### config.mk
export PLATFORM = sky130hd
export DESIGN_NAME = player_motion
export DESIGN_NICKNAME = d
export VERILOG_FILES = /design/src/rtl/player_motion.sv
export SDC_FILE = /design/constraint.sdc
export NUM_CORES = 1
export LEC_CHECK = 0
export ABC_AREA = 1
export CAP_MARGIN = 30
export CORE_AREA = 4 4 59 74
export CTS_CLUSTER_SIZE = 40
export DETAILED_ROUTE_END_ITERATION = 10
export DIE_AREA = 0 0 63 78
export MAX_ROUTING_LAYER = met4
export PLACE_DENSITY = 0.54
export SETUP_SLACK_MARGIN = 0.4
export SYNTH_ARGS = -nofsm -noshare
export SYNTH_HDL_FRONTEND = slang
export SYNTH_SLANG_ARGS = --single-unit
### constraint.sdc
create_clock -name clk -period 3.4 [get_ports clk]
set_input_delay 0.34 -clock clk [delete_from_list [all_inputs] [get_ports clk]]
set_output_delay 0.34 -clock clk [all_outputs]
set_load 0.01 [all_outputs]
### src/rtl/player_motion.sv
// Vertical motion engine for the dino sprite: gravity, jumps, fast drop.
// Velocity and position advance on separate game-tick phases.
module player_motion #(
   parameter int POS_WIDTH             = 6,
   parameter int VEL_WIDTH             = 4,
   parameter int INITIAL_JUMP_VELOCITY = -7,
   parameter int DOWNWARD_ACCELERATION = 1,
   parameter int FASTDROP_VELOCITY     = 6,
   parameter int MAX_FALL_VELOCITY     = 6,
   parameter int HOLD_TICKS            = 2,
   parameter int MAX_AIR_JUMPS         = 1
) (
   input  logic                        clk,
   input  logic                        reset,
   input  logic [1:0]                  game_tick,
   input  logic                        jump_pulse,
   input  logic                        jump_held,
   input  logic                        button_down,
   output logic signed [POS_WIDTH-1:0] position,
   output logic signed [VEL_WIDTH-1:0] velocity,
   output logic                        airborne,
   output logic                        jump_done
);

   typedef enum logic {GROUND, AIR} state_t;

   localparam int HW = $clog2(HOLD_TICKS + 2);
   localparam int AW = $clog2(MAX_AIR_JUMPS + 2);

   localparam logic signed [VEL_WIDTH-1:0] JUMP_V =
      VEL_WIDTH'(INITIAL_JUMP_VELOCITY);
   localparam logic signed [VEL_WIDTH-1:0] FAST_V =
      VEL_WIDTH'(FASTDROP_VELOCITY);
   localparam logic signed [VEL_WIDTH-1:0] MAXF_V =
      VEL_WIDTH'(MAX_FALL_VELOCITY);
   localparam logic signed [VEL_WIDTH:0] MAXF_X =
      (VEL_WIDTH+1)'(MAX_FALL_VELOCITY);
   localparam logic signed [VEL_WIDTH:0] ACC_X =
      (VEL_WIDTH+1)'(DOWNWARD_ACCELERATION);
   localparam logic [HW-1:0] HOLD_INIT = HW'(HOLD_TICKS);
   localparam logic [AW-1:0] AIRJ_INIT = AW'(MAX_AIR_JUMPS);
   localparam logic signed [POS_WIDTH:0] POS_MIN =
      {2'b11, {(POS_WIDTH-1){1'b0}}};

   state_t                      state_q, state_d;
   logic signed [POS_WIDTH-1:0] pos_q, pos_d;
   logic signed [VEL_WIDTH-1:0] vel_q, vel_d;
   logic                        pending_q, pending_d;
   logic [HW-1:0]               hold_q, hold_d;
   logic [AW-1:0]               airj_q, airj_d;
   logic                        done_q, done_d;

   logic                        pending_w;
   logic signed [VEL_WIDTH:0]   vel_inc;
   logic signed [VEL_WIDTH-1:0] vel_fall;
   logic signed [POS_WIDTH:0]   sum;

   always_ff @(posedge clk or posedge reset) begin
      if (reset) begin
         state_q   <= GROUND;
         pos_q     <= '0;
         vel_q     <= '0;
         pending_q <= 1'b0;
         hold_q    <= '0;
         airj_q    <= '0;
         done_q    <= 1'b0;
      end else begin
         state_q   <= state_d;
         pos_q     <= pos_d;
         vel_q     <= vel_d;
         pending_q <= pending_d;
         hold_q    <= hold_d;
         airj_q    <= airj_d;
         done_q    <= done_d;
      end
   end

   always_comb begin
      state_d   = state_q;
      pos_d     = pos_q;
      vel_d     = vel_q;
      hold_d    = hold_q;
      airj_d    = airj_q;
      done_d    = 1'b0;
      pending_w = pending_q | jump_pulse;
      // every velocity tick either uses the request or drops it
      pending_d = game_tick[0] ? 1'b0 : pending_w;

      vel_inc  = {vel_q[VEL_WIDTH-1], vel_q} + ACC_X;
      vel_fall = (vel_inc > MAXF_X) ? MAXF_V : vel_inc[VEL_WIDTH-1:0];
      sum      = {pos_q[POS_WIDTH-1], pos_q}
               + {{(POS_WIDTH+1-VEL_WIDTH){vel_q[VEL_WIDTH-1]}}, vel_q};

      unique case (state_q)
         GROUND: begin
            if (game_tick[0] && pending_w && !button_down) begin
               vel_d   = JUMP_V;
               hold_d  = HOLD_INIT;
               airj_d  = AIRJ_INIT;
               state_d = AIR;
            end
         end
         AIR: begin
            if (game_tick[0]) begin
               if (button_down) begin
                  vel_d  = FAST_V;
                  hold_d = '0;
               end else if (pending_w && airj_q != '0) begin
                  vel_d  = JUMP_V;
                  airj_d = airj_q - AW'(1);
                  hold_d = HOLD_INIT;
               end else if (jump_held && hold_q != '0 &&
                            vel_q[VEL_WIDTH-1]) begin
                  hold_d = hold_q - HW'(1);
               end else begin
                  vel_d = vel_fall;
               end
               if (!jump_held) hold_d = '0;
            end else if (game_tick[1]) begin
               if (!sum[POS_WIDTH]) begin
                  pos_d   = '0;
                  vel_d   = '0;
                  state_d = GROUND;
                  done_d  = 1'b1;
               end else if (sum < POS_MIN) begin
                  pos_d = POS_MIN[POS_WIDTH-1:0];
               end else begin
                  pos_d = sum[POS_WIDTH-1:0];
               end
            end
         end
      endcase
   end

   assign position  = pos_q;
   assign velocity  = vel_q;
   assign airborne  = (state_q == AIR);
   assign jump_done = done_q;

endmodule

==> impl_metrics.yaml <==
floorplanning:
  pin_count: 19
  fp.dieW_um: 63
  dieArea_um2: 4914
  die_height_um: 78
  rows: 25
  start_util: 0.3351
  coreArea_um2: 3722
setup_path:
  path_cells: "ha_1 > fa_1 > nand3_2 > nand3_2 > nand2_2 > nand2_4 > nand2_1 > nand3_2 > nand3b_1 > nand2_1"
  cp.required_ps: 3550
  end_kind: "flop"
  cpPeakStageDelay_ps: 450
  crit_path_start: "velocity[0]"
  crit_type: "reg -> reg"
  crit_top_cell: "nand3_2"
  r2r-end: "position[3]"
  worstPathArrival_ps: 2130
  reg2reg_slack_ps: 1420
  start_kind: "flop"
  r2r_start: "velocity[0]"
  crit_path_end: "position[3]"
  crit_fanout: 7
  critPathSlowestCell: "dfrtp_1"
  reg2reg_depth: 10
synth:
  syn-cell-area_um2: 1247
  synth_top_family_by_area: "simple AND/OR/NAND/NOR gates"
  synth-compound-area-share: 0.1153
  synth_top_area_cell: "dfrtp_1"
  synth-adder-area-share: 0.1163
  synthTopCellsByArea: "dfrtp_1, nand2_1, ha_1, inv_1, nand3_1"
  ys_warn_count: 0
  synth_top_area_share: 0.3410
  synth_cell_types: 29
  syn_nets: 179
  synth_cells: 161
  ys_seq_elements: 17
  yosys.area_share.simple: 0.3380
  yosysSeqAreaShare: 0.3410
  muxShareOfSynthArea: 0
  synth-xor-area-share: 0.01404
  avgSynthCellArea_um2: 7.748
detailed_routing:
  vias: 1086
  drt_iter0_markers: 28
  viasPerCell: 4.870
  drtPass1Iterations: 4
  routed_wl_mm: 2.729
  detail-route-antenna-nets: 0
  routedWlPerCell_um: 12.24
  drc: 0
clocking:
  path_clk_slew_ps: 70
  cts_root_buf: "clkbuf_8"
  cts_resized: 0
  htree_levels: 1
  insertion_delay_ps: 260
  clock_path_buffers: 2
  clkSinkCount: 17
  postCtsSetupBuffers: 0
  cts_buffers: 3
  cts_hold_buf: 0
  cts_tree: "yes"
timing:
  rsz0062_at_grt: "false"
  final-hold-violation-count: 0
  slew_headroom: 0.5429
  tns_ps: 0
  setup_violations: 0
  tightest_slew_ps: 684.8
  fin_crit_sh: 0.5823
  max_clock_freq_mhz: 505.1
  post-route-min-period_ps: 1980
  slew_viol_final: 0
  fin_skew_ps: 3.084
  layout_setup_ws_ps: 1420
finish:
  area_growth_pct: 22.07
  utilization: 0.4091
  multi_input_area_um2: 728.2
  num-nets-final: 202
  drive_above_1_share: 0.1366
  fill_cells: 381
  register_area_um2: 425.4
  num_antenna_cells: 0
  fin_area_um2: 1523
hold_path:
  min_path_type: "in -> async"
global_route:
  grt_max_degree: 18
  gr-usage-all-layers: 0.1275
  grt_pass1_vias: 1135
  grt_overflow_total: 0
  antenna_found_initial: 0
  grt_pass1_wl_mm: 4.878
place:
  portBuffers: 18
  post-place-ws_ps: 1425
  postPlaceCellArea_um2: 1478
  gp_congestion: 0.8236
  dpl.hpwl_mm: 2.161
power_and_ir_drop:
  irDropWorstVdd_mv: 0.2712
  leakagePower_nw: 0.7731
  pwr_density_cell_nw_per_um2: 825.5
run:
  cap_violations: 0
status:
  outcome: "finished clean"
[sequential cells by signal, summed over array words and instances (netlist names)]
| name | count |
|---|---|
| position | 6 |
| airborne | 1 |
| velocity | 4 |
| pending_q | 1 |
| jump_done | 1 |
| airj_q | 2 |
| hold_q | 2 |
[cell usage in the layout, fill, tap and decap left out, types with 4 or more instances in the layout]
cell / instances
dfrtp_1: 17
nor2_1: 9
o21ai_0: 8
inv_2: 4
nand3_1: 12
a21oi_1: 8
nor2_2: 5
clkdlybuf4s50_1: 18
ha_1: 10
inv_1: 21
nand2_1: 41
[power by group]
part / switching (W) / total, W / internal, W / leakage, nW
combinational: 0.000426 / 0.000742 / 0.000316 / 0.532
sequential: 0.0000816 / 0.000357 / 0.000275 / 0.218
clock: 0.0000746 / 0.000158 / 0.0000834 / 0.0228
[cells in the mapped netlist]
cell and n:
ha_1 10, a21oi_4 2, a21o_1 1, nand3_1 12
nor3_1 1, o21ai_1 1, o22ai_2 1, and2_1 1
nor2_4 1, nand2_1 41, nand3_2 3, o21ai_0 8
nand3b_1 1, nor2_2 5, a21oi_1 8, xor2_1 1
dfrtp_1 17, fa_1 1, nor2_1 9, inv_1 21
o22ai_1 1, xnor2_1 1, nor3_2 1, nand2_2 3
nand4_1 3, inv_2 4, or2_1 1, nand2_4 1
nand3_4 1
[worst max-delay path: cells and delay by family (launching register included)]
family	cells	cell delay (ps)
fa+ha+maj	2	680
simple gates	8	730
flops	1	450
[final cells by class]
cell class / instances / share of cell area
tap: 40 / 0.03287
inverter: 25 / 0.06163
clock buffer: 4 / 0.02958
timing repair buffer: 18 / 0.1183
sequential: 17 / 0.2794
multi-input combinational: 119 / 0.4782
[through the flow]
step	hold WS, ps	power, W	std cells
floorplan	266.1	0.0008773	161
global placement	473.4	0.001088	219
detailed placement	500.2	0.001110	219
CTS	516.7	0.001275	223
global route	548.0	0.001392	223
finish	482.2	0.001257	223
[layer usage]
metal  GRT usage  part of all wire  vias up  wire length [um]
li1            -                 -      565                 -
met1      0.1397              0.44      497              1212
met2      0.2207              0.51       18              1388
met3     0.02026             0.022        6                60
met4     0.06623             0.025        0                68
met5           -                 0        -                 0
[how the worst min path moves through the flow]
stage,slack [ps],depth (start not counted),endpoint,startpoint
finish,480,2,velocity[3],reset
global route,550,2,pending_q,pending_q
CTS,520,2,airj_q[0],reset
detailed placement,500,2,pending_q,pending_q
global placement,470,2,hold_q[1],hold_q[1]
floorplan,270,1,airborne,reset
[logic make-up (layout without fill, tap and decap cells)]
family / count (synthesis) / after routing
AOI/OAI and AO/OA: 22 / 22
DFF: 17 / 17
xor gates and xnor gates: 2 / 2
adders and majority gates: 11 / 11
and+or+nand+nor: 84 / 84
buffers and inverters: 25 / 47
Note: power is estimated with default switching activity, not from simulation.
